<file path="config.mk">
export PLATFORM = sky130hd
export DESIGN_NAME = pixel_period_classifier
export DESIGN_NICKNAME = d
export VERILOG_FILES = /design/src/rtl/pixel_period_classifier.sv
export SDC_FILE = /design/constraint.sdc
export NUM_CORES = 1
export LEC_CHECK = 0
export BUFFER_PORTS_ARGS = -buffer_cell sky130_fd_sc_hd__clkbuf_2
export CAP_MARGIN = 10
export CORE_UTILIZATION = 45
export DETAILED_ROUTE_END_ITERATION = 7
export PLACE_DENSITY = 0.73
export SYNTH_ARGS = -nofsm -noshare
export SYNTH_HDL_FRONTEND = slang
export SYNTH_SLANG_ARGS = --single-unit
</file>
<file path="constraint.sdc">
create_clock -name s00_axi_aclk -period 3.8 [get_ports s00_axi_aclk]
set_clock_uncertainty 0.05 [all_clocks]
set_input_delay 0.76 -clock s00_axi_aclk [delete_from_list [all_inputs] [get_ports s00_axi_aclk]]
set_output_delay 0.76 -clock s00_axi_aclk [all_outputs]
set_load 0.03 [all_outputs]
</file>
<file path="src/rtl/pixel_period_classifier.sv">
// Per-pixel period measurement: resynchronises sample_data, times rise-to-rise periods, bins them into f0/f1 accumulators.
// Latency: rise seen after 2 sync + 1 delay flop, classification registered one cycle later. No backpressure; every period is handled.
// Optional hit counters f0_hits/f1_hits exist only when PIXEL_PERIOD_HIT_COUNT_EN is defined.
module pixel_period_classifier #(
    parameter int unsigned FREQUENCY0      = 5000,
    parameter int unsigned FREQUENCY1      = 10000,
    parameter int unsigned DEVIATION       = 20,
    parameter int unsigned CLOCK_FREQUENCY = 100000000
) (
    input  logic        s00_axi_aclk,
    input  logic        s00_axi_aresetn,
    input  logic        sample_data,
    input  logic        enable,
    input  logic        clear,
    output logic        period_valid,
    output logic [31:0] period_value,
    output logic [31:0] f0_value,
    output logic [31:0] f1_value
`ifdef PIXEL_PERIOD_HIT_COUNT_EN
    ,
    output logic [15:0] f0_hits,
    output logic [15:0] f1_hits
`endif
);

    localparam int unsigned P0 = CLOCK_FREQUENCY / FREQUENCY0;
    localparam int unsigned T0 = P0 * DEVIATION / 100;
    localparam int unsigned P1 = CLOCK_FREQUENCY / FREQUENCY1;
    localparam int unsigned T1 = P1 * DEVIATION / 100;

    localparam logic [31:0] P0_C = 32'(P0);
    localparam logic [31:0] T0_C = 32'(T0);
    localparam logic [31:0] P1_C = 32'(P1);
    localparam logic [31:0] T1_C = 32'(T1);

    typedef enum logic [1:0] {
        ST_IDLE    = 2'd0,
        ST_ARMED   = 2'd1,
        ST_MEASURE = 2'd2
    } state_t;

    state_t      state_q, state_d;
    logic        s1_q, s1_d;
    logic        s2_q, s2_d;
    logic        s3_q, s3_d;
    logic [31:0] counter_q, counter_d;
    logic        period_valid_q, period_valid_d;
    logic [31:0] period_value_q, period_value_d;
    logic [31:0] f0_value_q, f0_value_d;
    logic [31:0] f1_value_q, f1_value_d;
`ifdef PIXEL_PERIOD_HIT_COUNT_EN
    logic [15:0] f0_hits_q, f0_hits_d;
    logic [15:0] f1_hits_q, f1_hits_d;
`endif

    logic rise;
    logic classify;
    logic in_f0;
    logic in_f1;

    function automatic logic in_range(input logic [31:0] v, input logic [31:0] p,
                                      input logic [31:0] t);
        logic [31:0] diff;
        diff = (v >= p) ? (v - p) : (p - v);
        return (diff <= t);
    endfunction

    function automatic logic [31:0] sat_add32(input logic [31:0] a, input logic [31:0] b);
        logic [32:0] sum;
        sum = {1'b0, a} + {1'b0, b};
        return sum[32] ? 32'hFFFF_FFFF : sum[31:0];
    endfunction

`ifdef PIXEL_PERIOD_HIT_COUNT_EN
    function automatic logic [15:0] sat_inc16(input logic [15:0] a);
        return (a == 16'hFFFF) ? a : a + 16'd1;
    endfunction
`endif

    assign rise = s2_q & ~s3_q;

    // A saturated counter means "too long to know", so it is never binned.
    assign in_f0 = (counter_q != 32'hFFFF_FFFF) && in_range(counter_q, P0_C, T0_C);
    assign in_f1 = (counter_q != 32'hFFFF_FFFF) && in_range(counter_q, P1_C, T1_C);

    always_comb begin
        s1_d           = sample_data;
        s2_d           = s1_q;
        s3_d           = s2_q;
        state_d        = state_q;
        counter_d      = counter_q;
        period_valid_d = 1'b0;
        period_value_d = period_value_q;
        f0_value_d     = f0_value_q;
        f1_value_d     = f1_value_q;
`ifdef PIXEL_PERIOD_HIT_COUNT_EN
        f0_hits_d      = f0_hits_q;
        f1_hits_d      = f1_hits_q;
`endif
        classify       = 1'b0;

        if (clear) begin
            state_d        = ST_IDLE;
            counter_d      = 32'd0;
            period_value_d = 32'd0;
            f0_value_d     = 32'd0;
            f1_value_d     = 32'd0;
`ifdef PIXEL_PERIOD_HIT_COUNT_EN
            f0_hits_d      = 16'd0;
            f1_hits_d      = 16'd0;
`endif
        end else if (!enable) begin
            state_d   = ST_IDLE;
            counter_d = 32'd0;
        end else begin
            unique case (state_q)
                ST_IDLE: begin
                    state_d   = ST_ARMED;
                    counter_d = 32'd0;
                end
                ST_ARMED: begin
                    if (rise) begin
                        state_d   = ST_MEASURE;
                        counter_d = 32'd1;
                    end
                end
                ST_MEASURE: begin
                    if (rise) begin
                        classify  = 1'b1;
                        counter_d = 32'd1;
                    end else if (counter_q != 32'hFFFF_FFFF) begin
                        counter_d = counter_q + 32'd1;
                    end
                end
                default: begin
                    state_d   = ST_IDLE;
                    counter_d = 32'd0;
                end
            endcase
        end

        if (classify) begin
            period_valid_d = 1'b1;
            period_value_d = counter_q;
            // f0 takes precedence when the two tolerance windows overlap.
            if (in_f0) begin
                f0_value_d = sat_add32(f0_value_q, counter_q);
`ifdef PIXEL_PERIOD_HIT_COUNT_EN
                f0_hits_d  = sat_inc16(f0_hits_q);
`endif
            end else if (in_f1) begin
                f1_value_d = sat_add32(f1_value_q, counter_q);
`ifdef PIXEL_PERIOD_HIT_COUNT_EN
                f1_hits_d  = sat_inc16(f1_hits_q);
`endif
            end
        end
    end

    always_ff @(posedge s00_axi_aclk or negedge s00_axi_aresetn) begin
        if (!s00_axi_aresetn) begin
            s1_q           <= 1'b0;
            s2_q           <= 1'b0;
            s3_q           <= 1'b0;
            state_q        <= ST_IDLE;
            counter_q      <= 32'd0;
            period_valid_q <= 1'b0;
            period_value_q <= 32'd0;
            f0_value_q     <= 32'd0;
            f1_value_q     <= 32'd0;
`ifdef PIXEL_PERIOD_HIT_COUNT_EN
            f0_hits_q      <= 16'd0;
            f1_hits_q      <= 16'd0;
`endif
        end else begin
            s1_q           <= s1_d;
            s2_q           <= s2_d;
            s3_q           <= s3_d;
            state_q        <= state_d;
            counter_q      <= counter_d;
            period_valid_q <= period_valid_d;
            period_value_q <= period_value_d;
            f0_value_q     <= f0_value_d;
            f1_value_q     <= f1_value_d;
`ifdef PIXEL_PERIOD_HIT_COUNT_EN
            f0_hits_q      <= f0_hits_d;
            f1_hits_q      <= f1_hits_d;
`endif
        end
    end

    assign period_valid = period_valid_q;
    assign period_value = period_value_q;
    assign f0_value     = f0_value_q;
    assign f1_value     = f1_value_q;
`ifdef PIXEL_PERIOD_HIT_COUNT_EN
    assign f0_hits      = f0_hits_q;
    assign f1_hits      = f1_hits_q;
`endif

endmodule

</file>
Word-level counts from Yosys, hierarchy flattened:

Cells that the tools add are included.

* input port bits: 5
* register bits: 134
* output and inout bits: 97
* word-level logic and storage cells: 62

* add/sub/neg operators: 7
* mux-type cells: 28
* reduce and logical (&&, ||, !) cells: 6
* bitwise gates (word level): 2
* equality and inequality tests: 6
* magnitude comparators: 4

Operator list (count)
* $mux W32: 18
* $add A32 B32 Y33: 2
* $pmux W32 S2: 1
* $add A32 B1 Y32 const B: 1
* $ge A32 B14 Y1 const B: 1
* $ge A32 B15 Y1 const B: 1
* $le A32 B11 Y1 const B: 1
* $le A32 B12 Y1 const B: 1
* $ne A32 B32 Y1 const B: 1
* $sub A14 B32 Y32 const A: 1
* $sub A15 B32 Y32 const A: 1
* $sub A32 B14 Y32 const B: 1
* $sub A32 B15 Y32 const B: 1
* $mux W2: 3
* $pmux W2 S3: 1
* $mux W1: 5
* $ne A5 B5 Y1 const B: 1
* $ne A4 B4 Y1 const B: 1
* $reduce_and A2 Y1: 2
* $ne A3 B3 Y1 const B: 1
* $eq A2 B1 Y1 const B: 1
* $eq A2 B2 Y1 const B: 1
* $logic_and A1 B1 Y1: 2
* $logic_not A2 Y1: 1
* 3 further kinds: 3

Depth between registers and ports, before layout:

Gate-level depths: netlist (run 1).

* depth after elaboration: 7
* mapped depth: 16
* gate-level depth less buffers: 13

Worst setup path after synthesis (run 1):

No wires, ideal clock.

* kind: register to register
* start point: register counter_q[5]
* end point: register f1_value_q[18], in the netlist f1_value[18]
* arrival: 3.780 ns
* library setup time: 0.124 ns
* path slack: -0.154 ns
* cell stages (with the launch flop): 15
* path through: dfrtp_1 clkbuf_1 inv_1 ha_1 nor3b_1 o21ai_0 or2_2 a2111o_1 xnor2_1 a211oi_1 nand4_1 a311oi_2 buf_4 or3b_1 a2bb2oi_1

* cells in the longest elaborated chain, start to end: 7
* elaborated cells between the ends (all ways): 18
* classes of those cells: add/sub (5); order compare (4); eq/ne (1); mux (6); reduce/logical (2)

Ends and longest elaborated chain
* from (decl): line 46 `logic [31:0] counter_q, counter_d;`
* from (signal assigned): line 180 `counter_q <= counter_d;`
* $sub A14 B32 Y32, or another cell as far along: line 64 `diff = (v >= p) ? (v - p) : (p - v);`
* $mux W32: line 64
* $le A32 B11 Y1: line 65 `return (diff <= t);`
* $logic_and A1 B1 Y1: line 84 `assign in_f1 = (counter_q != 32'hFFFF_FFFF) && in_range(counter_q, P1_C, T1_C);`
* $mux W32: line 151 `end else if (in_f1) begin`
* $mux W32 (*): line 146 `if (in_f0) begin`
* $mux W32 (*): line 142 `if (classify) begin`
* via f1_value_d[18]: line 50 `logic [31:0] f1_value_q, f1_value_d;`
* to (signal assigned): line 184 `f1_value_q <= f1_value_d;`
* to (decl): line 50

The timed path passes the listed nets; every way through them passes the cells marked *.
A chain may end at the register's enable or synchronous reset.

Final worst setup path (run 1):

* start point: register counter_q[17]
* end point: register f1_value_q[24], in the netlist f1_value[24]

The elaborated chain is that of the path after synthesis.

==> out/results.ini, run 1 <==
[sta]
finalCriticalPeriod_ns = 3.76
fmax_mhz = 266
period_share_pct = 98.9
setup_viol = 0
rsz0062_at_grt = yes
worstMarginPinSlew_ns = 0.774
slew_headroom_pct = 48.2
hold_ws_ns = 0.263
slew_violations = 0
final.setup.tns_ns = 0
hold_viol_final = 0

[clock_network]
clk_pin_slew_worst_paths_ns = 0.06
postCtsHoldBufs = 0
htree_num_levels = 4
cts_buffer_depth = 2
cts_sinks = 134
cts_tree = done
cts_root_buf = clkbuf_16
clk_latency_ns = 0.44
cts_made_buffers = 17

[die]
dieArea_um2 = 25000
ioPinCount = 102
coreArea_um2 = 23700
row_count = 56
die_w_um = 158
die_h_um = 158
start_util_pct = 46.3

[cells_and_area]
final_net_count = 1616
drive_gt1_share_pct = 23.1
layout_common_cells = 144 x nor2_1, 141 x buf_4, 134 x dfrtp_1
final_common_cell = nor2_1
final_cells = 1863
n_antenna_cell = 0
syn_to_final_growth_pct = 24.9

[logic_synthesis]
ys_async_sr_fraction_pct = 100
synth_area_um2 = 11000
ys_ff_latch = 134
yosysWarnings = 0
syn_nets = 1420
synth_cell_types = 88
synth-edff-count = 0
synthCells = 1335
avgSynthCellArea_um2 = 8.22
ys.flop_type = dfrtp_1
ys_seq_area_share_pct = 30.6

[global_route]
grt_overflow = 0
antenna_found_initial = 0
met3_usage_pct = 3.78
use_met2_pct = 49.9
grt_max_degree = 69
grt_pass1_wl_um = 59400
met1_usage_pct = 41.1
busiest_layer = met2
grt_pass1_vias = 10800
track_usage_pct = 30.9

[power_and_ir_drop]
powerDensity_nw_per_um2 = 234
vdd_drop_max_mv = 0.201
p_leak_nw = 6.58
fin_total_pwr_mw = 3.21

[route]
wl_per_cell_um = 20.5
drtIter0Drc = 920
vias = 11400
firstDrtPassIters = 7
detail-route-antenna-nets = 0
viasPerCell = 6.14
routed_wl_um = 38200
drc = 0

[hold_path]
hold_path.class = in -> async

[run_status]
status = finished clean

[critical_path]
critical_path.top_delay_family = simple AND/OR/NAND/NOR gates
critPathLaunchType = flip-flop
slowest_delay_ns = 0.60
path_cells = or4_1 > or4b_4 > nor2_1 > o21ai_0 > and3_1 > nor4b_2 > nand4_1 > a311oi_2 > buf_4 > or4b_1 > a21boi_1
critPathKind = reg -> reg
crit_fanout = 6
required_ns = 4.07
crit_path_end_kind = flip-flop
arrival_ns = 4.03
cp_slowest_cell = or4_1
crit_buf_inv = 1

[placed_design]
dp.cells = 1822
port_buffers = 101
hpwlAfterDp_um = 28100
routabilityCongestion = 0.983

[job]
drv_cap = 0

-- area by class of cell --
cell class	instances	area [um^2]
clock inverters	14	151
clock buffers	18	429
inverters	39	146
flip-flops and latches	134	3350
repair buffers	253	1760
multi-input cells	1086	7470
fillers	2167	9980
well taps	319	399
-- repair_timing --
| action | CTS | global route |
|---|---|---|
| endpoints found under the setup margin | 31 | 64 |
| hold endpoints to repair | 0 | 0 |
| cloned | 0 | 0 |
| gates resized for setup | 11 | 48 |
| pin swaps | 2 | 17 |
| buffers inserted | 4 | 5 |
-- sequential cells by signal, indices dropped and copies added (netlist names) --
signal / cells
period_valid: 1
s2_q: 1
s1_q: 1
f0_value: 32
counter_q: 32
state_q: 2
f1_value: 32
period_value: 32
s3_q: 1
-- per-stage QoR --
step / area [um^2] / util, % / setup WS (ns)
6_report: 13700 / 57.9 / 0.0399
5_1_grt: 13700 / 57.9 / -0.101
4_1_cts: 13400 / 56.7 / 0.00466
3_5_place_dp: 12800 / 53.9 / -0.107
3_3_place_gp: 12800 / 53.9 / -0.0509
2_1_floorplan: 11000 / - / 0.00539
-- cells by family after synthesis --
| kind of cell | after synthesis | share of synthesized area [%] |
|---|---|---|
| AOI/OAI and AO/OA | 420 | 25.0 |
| xor gates and xnor gates | 81 | 6.47 |
| adders and majority gates | 80 | 9.26 |
| buffers and inverters | 115 | 4.16 |
| DFF | 134 | 30.6 |
| muxes | 18 | 1.66 |
| and+or+nand+nor | 487 | 22.8 |
-- worst paths after layout --
check	startpoint	endpoint	slack, ns	depth (start not counted)
min	s00_axi_aresetn	f1_value[11]	0.26	1
min in group s00_axi_aclk	s2_q	s3_q	0.37	0
min reg2reg	s2_q	s3_q	0.37	0
max reg2reg	counter_q[17]	f1_value[24]	0.04	11
max	counter_q[17]	f1_value[24]	0.04	11
max in group asynchronous	s00_axi_aresetn	period_value[12]	2.57	2
-- cell usage after synthesis, types with 5 or more instances --
| library cell | n | area share, % |
|---|---|---|
| dfrtp_1 | 134 | 31 |
| o41ai_1 | 7 | 0.56 |
| nor4_1 | 12 | 0.68 |
| nand3_1 | 65 | 3.0 |
| nand4_1 | 24 | 1.4 |
| or4_1 | 6 | 0.41 |
| a31oi_1 | 16 | 0.91 |
| and3_1 | 17 | 0.97 |
| o21bai_1 | 6 | 0.41 |
| and2_1 | 8 | 0.46 |
| inv_1 | 37 | 1.3 |
| and4_1 | 8 | 0.64 |
| o31ai_1 | 7 | 0.48 |
| ha_1 | 78 | 8.9 |
| xor2_1 | 28 | 2.2 |
| a22oi_1 | 8 | 0.55 |
| nor3_1 | 24 | 1.1 |
| a21boi_0 | 6 | 0.41 |
| xnor2_1 | 53 | 4.2 |
| o21a_1 | 10 | 0.68 |
| a22o_1 | 20 | 1.6 |
| a211oi_1 | 16 | 1.1 |
| nand2b_1 | 16 | 0.91 |
| o2bb2ai_1 | 12 | 0.96 |
| or3_1 | 11 | 0.63 |
| o211ai_1 | 14 | 0.96 |
| o21ai_0 | 122 | 5.6 |
| nand2_1 | 96 | 3.3 |
| a21oi_1 | 91 | 4.2 |
| clkbuf_1 | 62 | 2.1 |
| nor2b_1 | 12 | 0.68 |
| nor3b_1 | 7 | 0.48 |
| nor2_1 | 145 | 5.0 |
| or2_2 | 5 | 0.29 |
| a21o_1 | 23 | 1.6 |
| mux2i_1 | 16 | 1.5 |
| buf_2 | 8 | 0.36 |
| a211o_1 | 5 | 0.40 |
-- per-layer routing --
metal | routed length [um] | part of all wire [%]
met5 | 0 | 0
met4 | 1420 | 3.7
met3 | 2520 | 6.6
met2 | 17600 | 46
met1 | 16600 | 43
-- report_power, final --
| part | internal, mW | switching [mW] |
|---|---|---|
| Sequential | 1.43 | 0.00219 |
| Combinational | 0.0189 | 0.0666 |
| Clock | 0.971 | 0.718 |
| Total | 2.42 | 0.786 |
Power figures use the tool's default switching activity.
==> inputs of run 2 (changes only) <==
Settings changed: CTS_BUF_LIST set to sky130_fd_sc_hd__clkbuf_8 sky130_fd_sc_hd__clkbuf_16.
==> out/results.ini, run 2 (synthesized netlist as in run 1, its figures left out) <==
[sta]
worstMarginPinSlew_ns = 0.754  ; was 0.774 ns
finalCriticalPeriod_ns = 3.76  ; about the same
period_share_pct = 99.0  ; was 98.9%
setup_viol = 0  ; unchanged
rsz0062_at_grt = yes  ; unchanged
hold_viol_final = 0  ; unchanged
fmax_mhz = 266  ; about the same
final.setup.tns_ns = 0  ; unchanged
slew_headroom_pct = 49.5  ; was 48.2%
slew_violations = 0  ; unchanged

[die]
start_util_pct = 46.3  ; unchanged
die_w_um = 158  ; unchanged
dieArea_um2 = 25000  ; unchanged
die_h_um = 158  ; unchanged
ioPinCount = 102  ; unchanged
coreArea_um2 = 23700  ; unchanged
row_count = 56  ; unchanged

[cells_and_area]
drive_gt1_share_pct = 23.1  ; unchanged
final_net_count = 1616  ; unchanged
final_area_um2 = 13700  ; unchanged
final_common_cell = nor2_1  ; unchanged
final_cells = 1863  ; unchanged
syn_to_final_growth_pct = 24.9  ; unchanged
n_antenna_cell = 0  ; unchanged
layout_common_cells = 144 x nor2_1, 141 x buf_4, 134 x dfrtp_1  ; unchanged

[route]
wl_per_cell_um = 20.5  ; about the same
routed_wl_um = 38200  ; about the same
firstDrtPassIters = 5  ; was 7
vias = 11400  ; about the same
detail-route-antenna-nets = 0  ; unchanged
drtIter0Drc = 888  ; was 920
viasPerCell = 6.12  ; was 6.14
drc = 0  ; unchanged

[critical_path]
required_ns = 4.07  ; about the same
slowest_delay_ns = 0.60  ; about the same
crit_path_end_kind = flip-flop  ; unchanged
critPathKind = reg -> reg  ; unchanged
critical_path.top_delay_family = simple AND/OR/NAND/NOR gates  ; unchanged
r2r_end = f1_value[24]  ; unchanged
cp_slowest_cell = or4_1  ; unchanged
path_cells = or4_1 > or4b_4 > nor2_1 > o21ai_0 > and3_1 > nor4b_2 > nand4_1 > a311oi_2 > buf_4 > or4b_1 > a21boi_1  ; unchanged
critPathLaunchType = flip-flop  ; unchanged
crit_buf_inv = 1  ; unchanged
arrival_ns = 4.03  ; about the same
ff2ff_setup_slack_ns = 0.04  ; about the same
rr_startpoint = counter_q[17]  ; unchanged
ff2ff_path_depth = 11  ; unchanged
crit_fanout = 6  ; unchanged

[placed_design]
routabilityCongestion = 0.983  ; unchanged
dpl_cell_area_um2 = 12800  ; unchanged
hpwlAfterDp_um = 28100  ; unchanged
port_buffers = 101  ; unchanged
dp.cells = 1822  ; unchanged

[power_and_ir_drop]
vdd_drop_max_mv = 0.203  ; was 0.201 mV
powerDensity_nw_per_um2 = 233  ; was 234 nW/um^2
p_leak_nw = 6.59  ; was 6.58 nW

[clock_network]
cts_made_buffers = 17  ; unchanged
cts_tree = done  ; unchanged
clk_pin_slew_worst_paths_ns = 0.06  ; about the same
cts_sinks = 134  ; unchanged
htree_num_levels = 4  ; unchanged
cts_root_buf = clkbuf_16  ; unchanged
cts_buffer_depth = 2  ; unchanged
postCtsHoldBufs = 0  ; unchanged
clk_latency_ns = 0.44  ; about the same

[global_route]
antenna_found_initial = 0  ; unchanged
grt_pass1_vias = 10800  ; unchanged
grt_max_degree = 69  ; unchanged
grt_overflow = 0  ; unchanged
grt_pass1_wl_um = 59400  ; unchanged
track_usage_pct = 30.9  ; unchanged

[run_status]
status = finished clean  ; unchanged

[job]
drv_cap = 0  ; unchanged

[hold_path]
hold_path.class = in -> async  ; unchanged

run 2: cell count changes in the layout (fill, tap and decap cells not counted), sizes merged:
cell and change:
clkbuf -1, inv +1
run 2: metrics by stage:
stage	setup slack (ns)	utilization, %	power [mW]	hold slack, ns
floorplan	0.00539	-	1.49	0.281
global route	-0.101	57.9	3.29	0.309
finish	0.0369	57.9	3.20	0.259
CTS	0.00478	56.7	3.22	0.307
detailed placement	-0.107	53.9	1.54	0.354
global placement	-0.0509	53.9	1.54	0.350
run 2: per-layer routing:
metal / vias up / part of all wire (%) / track usage [%]
li1: 5343 / - / -
met4: 0 / 3.6 / 13.9
met1: 5493 / 43 / 41.1
met3: 99 / 6.8 / 3.78
met5: - / 0 / 0
met2: 470 / 46 / 49.9
run 2: final cells by class:
cell class / count / area, um^2
fillers: 2167 / 9980
multi-input cells: 1086 / 7470
flip-flops and latches: 134 / 3350
repair buffers: 253 / 1760
clock buffers: 17 / 425
well taps: 319 / 399
clock inverters: 15 / 155
inverters: 39 / 146
run 2: report_power, final:
| part | internal, mW | switching, mW | leakage (nW) |
|---|---|---|---|
| sequential | 1.43 | 0.00215 | 1.87 |
| clock | 0.968 | 0.715 | 0.285 |
| combinational | 0.0189 | 0.0664 | 4.44 |
| total | 2.42 | 0.784 | 6.59 |
run 2: how the worst max path moves through the flow:
stage	start	to	slack, ns	cells after the start
after floorplan	counter_q[5]	f1_value[18]	0.005	14
final	counter_q[17]	f1_value[24]	0.04	11
after global routing	counter_q[12]	f1_value[18]	-0.10	14
after detailed placement	counter_q[5]	f1_value[24]	-0.11	14
after global placement	counter_q[5]	f1_value[18]	-0.05	15
after CTS	counter_q[17]	f1_value[18]	0.005	12
run 2: worst reg2reg max path, stage by stage (launching register included):
cell and delay [ns]:
dfrtp_1 0.45, or4_1 0.60, or4b_4 0.57, nor2_1 0.15, o21ai_0 0.12, and3_1 0.20
nor4b_2 0.25, nand4_1 0.19, a311oi_2 0.27, buf_4 0.21, or4b_1 0.45, a21boi_1 0.14
run 2: what timing repair did:
item / 4_1_cts / 5_1_grt
setup buffers: 4 / 5
pin swaps: 2 / 17
endpoints found under the setup margin: 31 / 64
resized for setup: 11 / 48
hold endpoints to repair: 0 / 0
